$ cat src/rtl/uart_pkg.sv
// Shared UART datapath constants: parity type encodings, parity mode
// encodings and the stream-register state type.
package uart_pkg;

    localparam logic [1:0] PAR_NONE    = 2'b00;
    localparam logic [1:0] PAR_ODD     = 2'b01;
    localparam logic [1:0] PAR_EVEN    = 2'b10;
    localparam logic [1:0] PAR_ODD_ALT = 2'b11;

    localparam logic MODE_GEN = 1'b0;
    localparam logic MODE_CHK = 1'b1;

    typedef enum logic {
        ST_EMPTY = 1'b0,
        ST_FULL  = 1'b1
    } stream_state_t;

endpackage

$ cat src/rtl/parity_calc.sv
// Combinational parity bit for one word: XOR-reduce of the data, then
// shaped by the selected parity type. The UART RX checker reuses this block.
module parity_calc
    import uart_pkg::*;
#(
    parameter int DATA_WIDTH = 8
) (
    input  logic [DATA_WIDTH-1:0] data,
    input  logic [1:0]            parity_type,
    output logic                  parity
);

    logic xor_all;

    always_comb begin
        xor_all = ^data;
        parity  = 1'b0;
        case (parity_type)
            PAR_ODD, PAR_ODD_ALT: parity = ~xor_all;
            PAR_EVEN:             parity = xor_all;
            default:              parity = 1'b0;
        endcase
    end

endmodule

$ cat src/rtl/parity_stream_unit.sv
// One-deep registered parity generator/checker on a valid/ready stream,
// with a sticky error flag and a saturating error counter.
module parity_stream_unit
    import uart_pkg::*;
#(
    parameter int DATA_WIDTH = 8,
    parameter int CNT_WIDTH  = 8
) (
    input  logic                  clk,
    input  logic                  rst,
    input  logic [1:0]            parity_type,
    input  logic                  mode,
    input  logic                  in_valid,
    output logic                  in_ready,
    input  logic [DATA_WIDTH-1:0] data_in,
    input  logic                  parity_in,
    output logic                  out_valid,
    input  logic                  out_ready,
    output logic [DATA_WIDTH-1:0] data_out,
    output logic                  parity_out,
    output logic                  parity_err,
    output logic                  err_sticky,
    output logic [CNT_WIDTH-1:0]  err_count,
    input  logic                  clr_err
);

    stream_state_t state;
    stream_state_t next_state;

    logic ready_en;
    logic accept;
    logic consume;
    logic calc_parity;
    logic calc_err;

    parity_calc #(
        .DATA_WIDTH (DATA_WIDTH)
    ) u_parity_calc (
        .data        (data_in),
        .parity_type (parity_type),
        .parity      (calc_parity)
    );

    // Failure is judged on the incoming word, so the error state updates on the accept cycle.
    assign calc_err = (mode == MODE_CHK) && (parity_type != PAR_NONE) &&
                      (calc_parity != parity_in);
    assign accept   = in_valid && in_ready;
    assign consume  = out_valid && out_ready;

    // Holds input acceptance off until the first cycle after reset is released.
    always_ff @(posedge clk) begin
        if (rst) ready_en <= 1'b0;
        else     ready_en <= 1'b1;
    end

    always_ff @(posedge clk) begin
        if (rst) state <= ST_EMPTY;
        else     state <= next_state;
    end

    always_comb begin
        next_state = state;
        case (state)
            ST_EMPTY: if (accept) next_state = ST_FULL;
            ST_FULL:  if (consume && !accept) next_state = ST_EMPTY;
            default:  next_state = ST_EMPTY;
        endcase
    end

    always_comb begin
        out_valid = (state == ST_FULL);
        in_ready  = ready_en && (!out_valid || out_ready);
    end

    always_ff @(posedge clk) begin
        if (rst) begin
            data_out   <= '0;
            parity_out <= 1'b0;
            parity_err <= 1'b0;
        end else if (accept) begin
            data_out   <= data_in;
            parity_out <= calc_parity;
            parity_err <= calc_err;
        end
    end

    // A failing accept wins over clr_err so the new error is never lost.
    always_ff @(posedge clk) begin
        if (rst) begin
            err_sticky <= 1'b0;
            err_count  <= '0;
        end else if (accept && calc_err) begin
            err_sticky <= 1'b1;
            if (clr_err)
                err_count <= CNT_WIDTH'(1);
            else if (err_count != {CNT_WIDTH{1'b1}})
                err_count <= err_count + CNT_WIDTH'(1);
        end else if (clr_err) begin
            err_sticky <= 1'b0;
            err_count  <= '0;
        end
    end

endmodule
$ cat config.mk
export PLATFORM = sky130hd
export DESIGN_NAME = parity_stream_unit
export DESIGN_NICKNAME = d
export VERILOG_FILES = /design/src/rtl/uart_pkg.sv /design/src/rtl/parity_calc.sv /design/src/rtl/parity_stream_unit.sv
export SDC_FILE = /design/constraint.sdc
export NUM_CORES = 1
export LEC_CHECK = 0
export BUFFER_PORTS_ARGS = -buffer_cell sky130_fd_sc_hd__buf_2
export CORE_MARGIN = 2
export CORE_UTILIZATION = 50
export CTS_BUF_LIST = sky130_fd_sc_hd__clkbuf_8
export CTS_CLUSTER_SIZE = 20
export DETAILED_ROUTE_END_ITERATION = 7
export PLACE_DENSITY = 0.81
export SLEW_MARGIN = 20
export SYNTH_ARGS = -nofsm -noshare
export SYNTH_HDL_FRONTEND = slang
export SYNTH_SLANG_ARGS = --single-unit
$ cat constraint.sdc
create_clock -name clk -period 2.55 [get_ports clk]
set_clock_uncertainty 0.1 [all_clocks]
set_input_delay 0.1275 -clock clk [delete_from_list [all_inputs] [get_ports clk]]
set_output_delay 0.1275 -clock clk [all_outputs]
set_load 0.03 [all_outputs]
==> results of run 1 <==
## worst min-delay path, cell delays in order
cell and delay [ps]:
buf_2 90, mux2i_1 60, nor2_1 70
## worst paths after layout
| check | to | cells after the start | from | slack (ps) |
|---|---|---|---|---|
| max | err_count[7] | 7 | data_in[0] | 410 |
| min | data_out[5] | 3 | data_in[5] | 30 |
| max reg2reg | err_count[4] | 6 | out_valid | 730 |
| min reg2reg | parity_err | 2 | parity_err | 360 |
## cells by family after synthesis
logic type | count (synthesis) | share of synthesized area, %
AND/OR/NAND/NOR | 41 | 20.7
flip-flops | 21 | 41.8
AO/OA/AOI/OAI | 18 | 13.8
multiplexers | 10 | 10.3
XOR/XNOR | 8 | 8.34
buffers and inverters | 8 | 3.74
adder cells (fa/ha/maj) | 1 | 1.25
## cell type report
type	instances	share of cell area, %
Clock inverter	1	0.299
Clock buffer	3	3.29
Tap cell	27	2.69
Sequential cell	21	33.5
Timing Repair Buffer	38	15.4
Multi-Input combinational cell	78	43.6
Inverter	4	1.20
## routing by layer
metal / track usage [%] / wire length [um]
met1: 21.7 / 879
met5: 0 / 0
met3: 3.68 / 121
met4: 8.57 / 36
met2: 32.9 / 1110
## registers in the layout (all words and copies together) (netlist names)
register and flops:
data_out 8, err_count 8, err_sticky 1, out_valid 1
parity_err 1, parity_out 1, ready_en 1
## cells in the final DEF (no fill, tap or decap)
cell,count
a211oi_1,1
a21oi_1,4
and2_1,2
and3_1,1
buf_2,37
buf_4,1
clkbuf_8,3
dfxtp_1,21
ha_1,1
inv_1,5
mux2i_1,9
mux2i_2,1
nand2_1,11
nand2b_1,3
nand3_1,2
nand4_1,2
nor2_1,11
nor2b_1,1
nor3_1,2
nor4_1,2
nor4_2,1
o211a_1,2
o211ai_1,1
o21a_1,1
o21ai_0,1
o21bai_1,1
o221a_1,1
o311a_1,2
o31a_1,1
o31ai_1,2
o41ai_1,1
or3_1,1
or4_1,1
or4b_1,1
xnor2_1,7
xnor3_1,1
## report_power, final
part | internal (uW) | leakage [uW] | switching [uW]
Sequential | 339 | 0.000171 | 5.50
Clock | 107 | 0.0000269 | 104
Combinational | 64.0 | 0.000372 | 90.0
Total | 510 | 0.000570 | 199
## metrics by stage
stage | total power, uW | worst slack (ps) | util, %
6_report | 709 | 409 | 65.2
5_1_grt | 739 | 365 | 65.2
4_1_cts | 718 | 424 | 65.2
3_5_place_dp | 506 | 140 | 62.9
3_3_place_gp | 499 | 273 | 62.9
2_1_floorplan | 474 | 547 | -
==> summary.txt, run 1 <==
Setup path
  • CP arrival: 2190 ps
  • Number of buffers and inverters on the critical path: 1
  • CP Max Fanout: 15
  • CP Cell Sequence: buf_2 -> xnor2_1 -> xnor2_1 -> xnor3_1 -> mux2i_2 -> or3_1 -> o311a_1
  • Top delay family on crit path: XOR/XNOR gates
  • CP max-delay cell: or3_1
  • Worst Path Required: 2600 ps
  • Kind of critical path: primary input to flop
  • Worst stage delay on the critical path: 460 ps
  • Setup crit start kind: primary input
  • Most used cell, CP: xnor2_1
  • Crit. End Element: flop

Cells and area
  • Area of the multi-input gates: 547 sq um
  • Register Area: 420 sq um
  • Diode count: 0
  • Final Instance Count excl. Fillers: 172
  • # nets final: 164
  • P&R area growth vs syn: 24.8%
  • FILL cells: 181
  • Post-route cell area: 1250 sq um
  • Layout cell share with drive strength beyond 1: 29.7%

Global routing
  • Gr usage total: 18.7%
  • Largest net degree at the start of global routing: 17
  • Vias in the first global route: 835
  • First-pass GRT wire length: 3480 um
  • Antenna violations before repair: 0
  • Total gr overflow: 0

Clock tree
  • CTS Buf Count: 3
  • Root Driver: clkbuf_8
  • Cts hold-fix bufs: 0
  • H-Tree Level Count: 1
  • Postcts setup bufs: 0
  • Resize count post-CTS: 0
  • Clk_lat worst skew: 260 ps
  • Clock transition at path regs: 70 ps
  • CTS max path bufs: 2
  • Clock Sinks: 21
  • TritonCTS clock tree: done

Place
  • PortBufs: 37
  • Cell total after placement: 168
  • Final RePlAce weighted congestion: 0.824
  • Dpl cell area: 1210 sq um
  • Final HPWL DP: 1660 um

Pwr
  • Cell Pwr Density: 566 nW/um^2
  • Leakage: 0.000570 uW
  • Max rail drop VDD: 0.461 mV

Logic synthesis
  • Largest area contributor in the netlist: dfxtp_1
  • EDFF count, synth: 0
  • Cell Area, Synth: 1000 sq um
  • Async SR Flop Fraction: 0%
  • Count leader, synth: dfxtp_1
  • Mapped Avg Cell Area: 9.39 sq um
  • Library cells used by synthesis: 35
  • Sequential share of the synthesized area: 41.8%
  • Syn Inst Count: 107
  • Main synth FF type: dfxtp_1
  • Synth warnings: 0
  • Synth top area cells: dfxtp_1, mux2i_1, xnor2_1, nand2_1, nor2_1
  • FF+latch count, synth: 21
  • Post-synth top area share: 41.8%
  • Top post-synthesis cells by count: dfxtp_1, nand2_1, nor2_1
  • Syn Nets: 125

STA
  • Final Hold Viols: 0
  • Worst-case headroom to the max-slew limit: 54.1%
  • Setup TNS: 0 ps
  • Tightest Pin Transition: 675 ps
  • Fin crit share: 83.9%
  • Final setup vio count: 0
  • RSZ-0062 raised after global routing: false
  • Fmax: 467 MHz
  • Tmin final: 2140 ps
  • Pins Over Slew Limit: 0
  • Worst Hold Slack: 30.7 ps

Routing
  • WL per Instance: 12.5 um
  • DRC viols: 0
  • Vias: 936
  • Post-route antenna net violation count: 0
  • Final wirelength: 2140 um
  • DR vias/cell: 5.44
  • Initial DRC Count: 14
  • DRT Pass-1 Iters: 4

Floorplanning
  • Area of the core: 1920 sq um
  • Full die area: 2380 sq um
  • Die W: 48.8 um
  • Die height: 48.8 um
  • Site Rows: 16
  • # IOs: 38
  • Initial core utilization: 52.3%

Min path
  • Hold crit path type: primary input to flop

Run
  • Max Cap Viol: 0

Status
  • Status: completed
Power figures use the tool's default switching activity.
==> run 2: changes to the inputs <==
==> constraint.sdc (replaced) <==
create_clock -name clk -period 2.14 [get_ports clk]
set_clock_uncertainty 0.1 [all_clocks]
set_input_delay 0.107 -clock clk [delete_from_list [all_inputs] [get_ports clk]]
set_output_delay 0.107 -clock clk [all_outputs]
set_load 0.03 [all_outputs]
==> run 2 against run 1 <==
  * Wire length is 1.2% lower
  * Sequential power grew 19%
  * Core utilization up 1.6 points
  * Clock power is 21% higher
  * Setup slack lost 220 ps
  * Via count is 0.64% lower
  * Flip-flop and latch count unchanged
  * Worst hold slack worse by 21 ps
  * Cell area grew 2.5%
  * Largest power group unchanged
  * Highest routed layer unchanged
==> summary.txt, run 2 (synthesized netlist as in run 1, its figures left out) <==
Status
  • Status: completed (unchanged)

Routing
  • DR vias/cell: 5.28 (was 5.44)
  • DRC viols: 0 (unchanged)
  • Final wirelength: 2120 um (was 2140 um)
  • Vias: 930 (was 936)
  • DRT Pass-1 Iters: 4 (unchanged)
  • Initial DRC Count: 19 (was 14)
  • Post-route antenna net violation count: 0 (unchanged)
  • WL per Instance: 12.0 um (was 12.5 um)

Cells and area
  • Diode count: 0 (unchanged)
  • Final Instance Count excl. Fillers: 176 (was 172)
  • P&R area growth vs syn: 27.9% (was 24.8%)
  • Finished Core Util: 66.9% (was 65.2%)
  • Commonest non-fill, non-tap cell in the layout: buf_2 (unchanged)
  • # nets final: 168 (was 164)
  • Biggest regs: data_out x8, err_count x8 (unchanged)
  • Layout cell share with drive strength beyond 1: 32.2% (was 29.7%)
  • Leading cell types in the layout, fill and taps excluded: buf_2, dfxtp_1, nor2_1, nand2_1, mux2i_1 (unchanged)

Floorplanning
  • Area of the core: 1920 sq um (unchanged)
  • Initial core utilization: 52.3% (unchanged)
  • Full die area: 2380 sq um (unchanged)
  • Die height: 48.8 um (unchanged)
  • Die W: 48.8 um (unchanged)
  • # IOs: 38 (unchanged)
  • Site Rows: 16 (unchanged)

Setup path
  • Crit. End Element: flop (unchanged)
  • Setup crit start kind: primary input (unchanged)
  • CP arrival: 2000 ps (was 2190 ps)
  • Kind of critical path: primary input to flop (unchanged)
  • Worst Path Required: 2190 ps (was 2600 ps)
  • CP Max Fanout: 7 (was 15)

Pwr
  • Max rail drop VDD: 0.565 mV (was 0.461 mV)
  • Leakage: 0.000587 uW (was 0.000570 uW)
  • Overall power: 875 uW (was 709 uW)
  • Cell Pwr Density: 681 nW/um^2 (was 566 nW/um^2)

Global routing
  • Antenna violations before repair: 0 (unchanged)
  • Gr usage total: 20.1% (was 18.7%)
  • Vias in the first global route: 925 (was 835)
  • Total gr overflow: 0 (unchanged)
  • First-pass GRT wire length: 3770 um (was 3480 um)
  • Largest net degree at the start of global routing: 17 (unchanged)

STA
  • Setup TNS: 0 ps (unchanged)
  • Pins Over Slew Limit: 0 (unchanged)
  • Fin crit share: 91.2%
  • Tmin final: 1950 ps
  • Fmax: 512 MHz
  • RSZ-0062 raised after global routing: false (unchanged)
  • Final setup vio count: 0 (unchanged)
  • Final Hold Viols: 0 (unchanged)
  • Tightest Pin Transition: 508 ps (was 675 ps)
  • Worst-case headroom to the max-slew limit: 66.0% (was 54.1%)
  • Final worst slack: 188 ps (was 409 ps)

Clock tree
  • Postcts setup bufs: 0 (unchanged)
  • Clock transition at path regs: 70 ps (about the same)
  • Resize count post-CTS: 0 (unchanged)
  • TritonCTS clock tree: done (unchanged)
  • Clk_lat worst skew: 260 ps (about the same)
  • Cts hold-fix bufs: 0 (unchanged)
  • H-Tree Level Count: 1 (unchanged)
  • CTS max path bufs: 2 (unchanged)
  • Root Driver: clkbuf_8 (unchanged)
  • Clock Sinks: 21 (unchanged)
  • CTS Buf Count: 3 (unchanged)

Place
  • PortBufs: 37 (unchanged)
  • Final HPWL DP: 1610 um (was 1660 um)
  • Dpl ws: -54.0 ps (was 140 ps)
  • Final RePlAce weighted congestion: 0.932 (was 0.824)
  • Cell total after placement: 172 (was 168)

Min path
  • Hold crit path type: primary input to flop (unchanged)

Run
  • Max Cap Viol: 0 (unchanged)
-- run 2: cell count changes in the layout (fill, tap and decap cells not counted) --
cell      delta
buf_4        +4
clkinv_2     +1
inv_1        -1
-- run 2: final timing paths --
check / from / endpoint / slack [ps] / cells past startpoint
setup / recovery: data_in[0] / err_count[7] / 190 / 7
hold reg to reg: parity_err / parity_err / 360 / 2
setup reg to reg: out_valid / err_count[7] / 230 / 6
hold / removal: data_in[7] / data_out[7] / 9 / 3
-- run 2: power by group --
| group | switching, uW | internal (uW) | total (uW) |
|---|---|---|---|
| clock network | 126 | 130 | 256 |
| registers | 6.39 | 404 | 410 |
| logic | 111 | 98.0 | 209 |
-- run 2: metal layers --
layer  wire length [um]  global-route usage, %  vias up  part of all wire [%]
li1                   -                      -      468                     -
met1                893                   23.6      421                    42
met2               1050                   34.7       36                    50
met3                137                   4.60        5                   6.5
met4                 36                   9.05        0                   1.7
met5                  0                      0        -                     0
-- run 2: worst max-delay path, cell delays in order --
cell and delay [ps]:
buf_2 110, xnor2_1 130, xnor2_1 270, xnor3_1 400, mux2i_2 220, or3_1 430, o311a_1 330
-- run 2: per-stage QoR --
stage,area (sq um),hold WS [ps]
2_1_floorplan,1000,155
5_1_grt,1280,28.7
3_3_place_gp,1240,269
4_1_cts,1280,3.97
3_5_place_dp,1240,284
6_report,1280,9.33
-- run 2: final cells by class --
class	instances	area [sq um]
Fill cell	158	637
Inverter	4	15.0
Multi-Input combinational cell	78	547
Tap cell	27	33.8
Sequential cell	21	420
Clock buffer	3	41.3
Timing Repair Buffer	42	223
Clock inverter	1	5.00
==> run 3: changes to the inputs <==
--- a/config.mk
+++ b/config.mk
@@ -5,7 +5,7 @@
 export SDC_FILE = /design/constraint.sdc
 export NUM_CORES = 1
 export LEC_CHECK = 0
-export BUFFER_PORTS_ARGS = -buffer_cell sky130_fd_sc_hd__buf_2
+export BUFFER_PORTS_ARGS = -buffer_cell sky130_fd_sc_hd__buf_4
 export CORE_MARGIN = 2
 export CORE_UTILIZATION = 50
 export CTS_BUF_LIST = sky130_fd_sc_hd__clkbuf_8
==> run 3 against run 2 <==
  * Setup slack gained 5.7 ps
  * Cell area is 8.8% higher
  * Clock power up 2%
  * Fmax up 0.29%
  * Power grew 3.1%
  * Critical endpoint unchanged
==> summary.txt, run 3 (synthesized netlist as in run 1, its figures left out) <==
Place
  • Final RePlAce weighted congestion: 0.927 (was 0.932)
  • Final HPWL DP: 1720 um (was 1610 um)
  • Cell total after placement: 172 (unchanged)
  • PortBufs: 37 (unchanged)
  • Dpl ws: -31.6 ps (was -54.0 ps)
  • Dpl cell area: 1330 sq um (was 1240 sq um)

Status
  • Status: completed (unchanged)

Clock tree
  • CTS Buf Count: 3 (unchanged)
  • CTS max path bufs: 2 (unchanged)
  • Root Driver: clkbuf_8 (unchanged)
  • Clk_lat worst skew: 260 ps (about the same)
  • H-Tree Level Count: 1 (unchanged)
  • Clock transition at path regs: 80 ps (was 70 ps)
  • Cts hold-fix bufs: 2 (was 0)
  • Clock Sinks: 21 (unchanged)
  • Resize count post-CTS: 0 (unchanged)
  • TritonCTS clock tree: done (unchanged)
  • Postcts setup bufs: 0 (unchanged)

Pwr
  • Cell Pwr Density: 646 nW/um^2 (was 681 nW/um^2)
  • Leakage: 0.000610 uW (was 0.000587 uW)
  • Max rail drop VDD: 0.460 mV (was 0.565 mV)

Setup path
  • Kind of critical path: primary input to flop (unchanged)
  • Worst Path Required: 2200 ps (was 2190 ps)
  • Setup crit start kind: primary input (unchanged)
  • CP Max Fanout: 6 (was 7)
  • R2r setup slk: 260 ps (was 230 ps)
  • CP arrival: 2000 ps (about the same)
  • Crit. End Element: flop (unchanged)

Routing
  • DR vias/cell: 5.25 (was 5.28)
  • DRC viols: 0 (unchanged)
  • DRT Pass-1 Iters: 4 (unchanged)
  • Initial DRC Count: 10 (was 19)
  • Vias: 935 (was 930)
  • Post-route antenna net violation count: 0 (unchanged)
  • Final wirelength: 2370 um (was 2120 um)
  • WL per Instance: 13.3 um (was 12.0 um)

Cells and area
  • Commonest non-fill, non-tap cell in the layout: buf_4 (was buf_2)
  • Layout cell share with drive strength beyond 1: 31.8% (was 32.2%)
  • Leading cell types in the layout, fill and taps excluded: buf_4, dfxtp_1, nor2_1, nand2_1, mux2i_1 (was buf_2, dfxtp_1, nor2_1, nand2_1, mux2i_1)
  • Post-route cell area: 1400 sq um (was 1280 sq um)
  • Biggest regs: data_out x8, err_count x8 (unchanged)
  • Diode count: 0 (unchanged)
  • P&R area growth vs syn: 39.1% (was 27.9%)
  • # nets final: 170 (was 168)
  • Final Instance Count excl. Fillers: 178 (was 176)

Min path
  • Hold crit path type: primary input to flop (unchanged)

STA
  • Fmax: 514 MHz (was 512 MHz)
  • Tightest Pin Transition: 538 ps (was 508 ps)
  • Final setup vio count: 0 (unchanged)
  • Final Hold Viols: 0 (unchanged)
  • Fin crit share: 90.9% (was 91.2%)
  • Final worst slack: 194 ps (was 188 ps)
  • Worst-case headroom to the max-slew limit: 64.0% (was 66.0%)
  • Pins Over Slew Limit: 0 (unchanged)
  • Tmin final: 1950 ps (about the same)
  • RSZ-0062 raised after global routing: false (unchanged)

Floorplanning
  • # IOs: 38 (unchanged)
  • Die W: 48.8 um (unchanged)
  • Die height: 48.8 um (unchanged)
  • Site Rows: 16 (unchanged)
  • Full die area: 2380 sq um (unchanged)
  • Initial core utilization: 52.3% (unchanged)
  • Area of the core: 1920 sq um (unchanged)

Global routing
  • First-pass GRT wire length: 3930 um (was 3770 um)
  • Largest net degree at the start of global routing: 17 (unchanged)
  • Vias in the first global route: 939 (was 925)
  • Total gr overflow: 0 (unchanged)
  • Antenna violations before repair: 0 (unchanged)
  • Gr usage total: 21.4% (was 20.1%)

Run
  • Max Cap Viol: 0 (unchanged)
-- run 3: cell count changes in the layout (fill, tap and decap cells not counted) --
cell | previous run | this run
buf_2 | 37 | 0
buf_4 | 5 | 42
dlygate4sd3_1 | 0 | 2
-- run 3: critical path: stages --
cell and delay, ps:
buf_4 120, xnor2_1 130, xnor2_1 280, xnor3_1 410
mux2i_2 210, or3_1 420, o311a_1 330
-- run 3: per-stage QoR --
stage | utilization (%) | hold slack (ps) | setup TNS, ps | total power [uW]
finish | 72.7 | 5.46 | 0 | 902
global route | 72.7 | 8.45 | 0 | 936
CTS | 72.7 | 1.67 | 0 | 905
detailed placement | 69.3 | 268 | -31.6 | 643
global placement | 69.3 | 258 | 0 | 638
floorplan | - | 155 | 0 | 564
-- run 3: area by class of cell --
cell class,instances,area [sq um]
Multi-Input combinational cell,78,547
Timing Repair Buffer,44,335
Clock inverter,1,5.00
Clock buffer,3,41.3
Sequential cell,21,420
Fill cell,154,524
Inverter,4,15.0
Tap cell,27,33.8
-- run 3: worst paths after layout --
| path | from | endpoint | cells after the start |
|---|---|---|---|
| min reg2reg | parity_err | parity_err | 2 |
| max | data_in[0] | err_count[7] | 7 |
| max reg2reg | out_valid | err_count[4] | 6 |
| min | data_in[0] | data_out[0] | 3 |
-- run 3: power by group --
| part | leakage (uW) | switching (uW) | internal [uW] |
|---|---|---|---|
| clock | 0.0000255 | 132 | 130 |
| combinational | 0.000413 | 113 | 116 |
| sequential | 0.000171 | 7.78 | 404 |
| total | 0.000610 | 253 | 649 |
-- run 3: metal layers --
layer / global-route usage [%] / part of all wire [%] / up-vias
li1: - / - / 471
met1: 22.6 / 42 / 436
met2: 41.3 / 53 / 26
met3: 4.29 / 4.8 / 2
met4: 8.10 / 0.46 / 0
met5: 0 / 0 / -
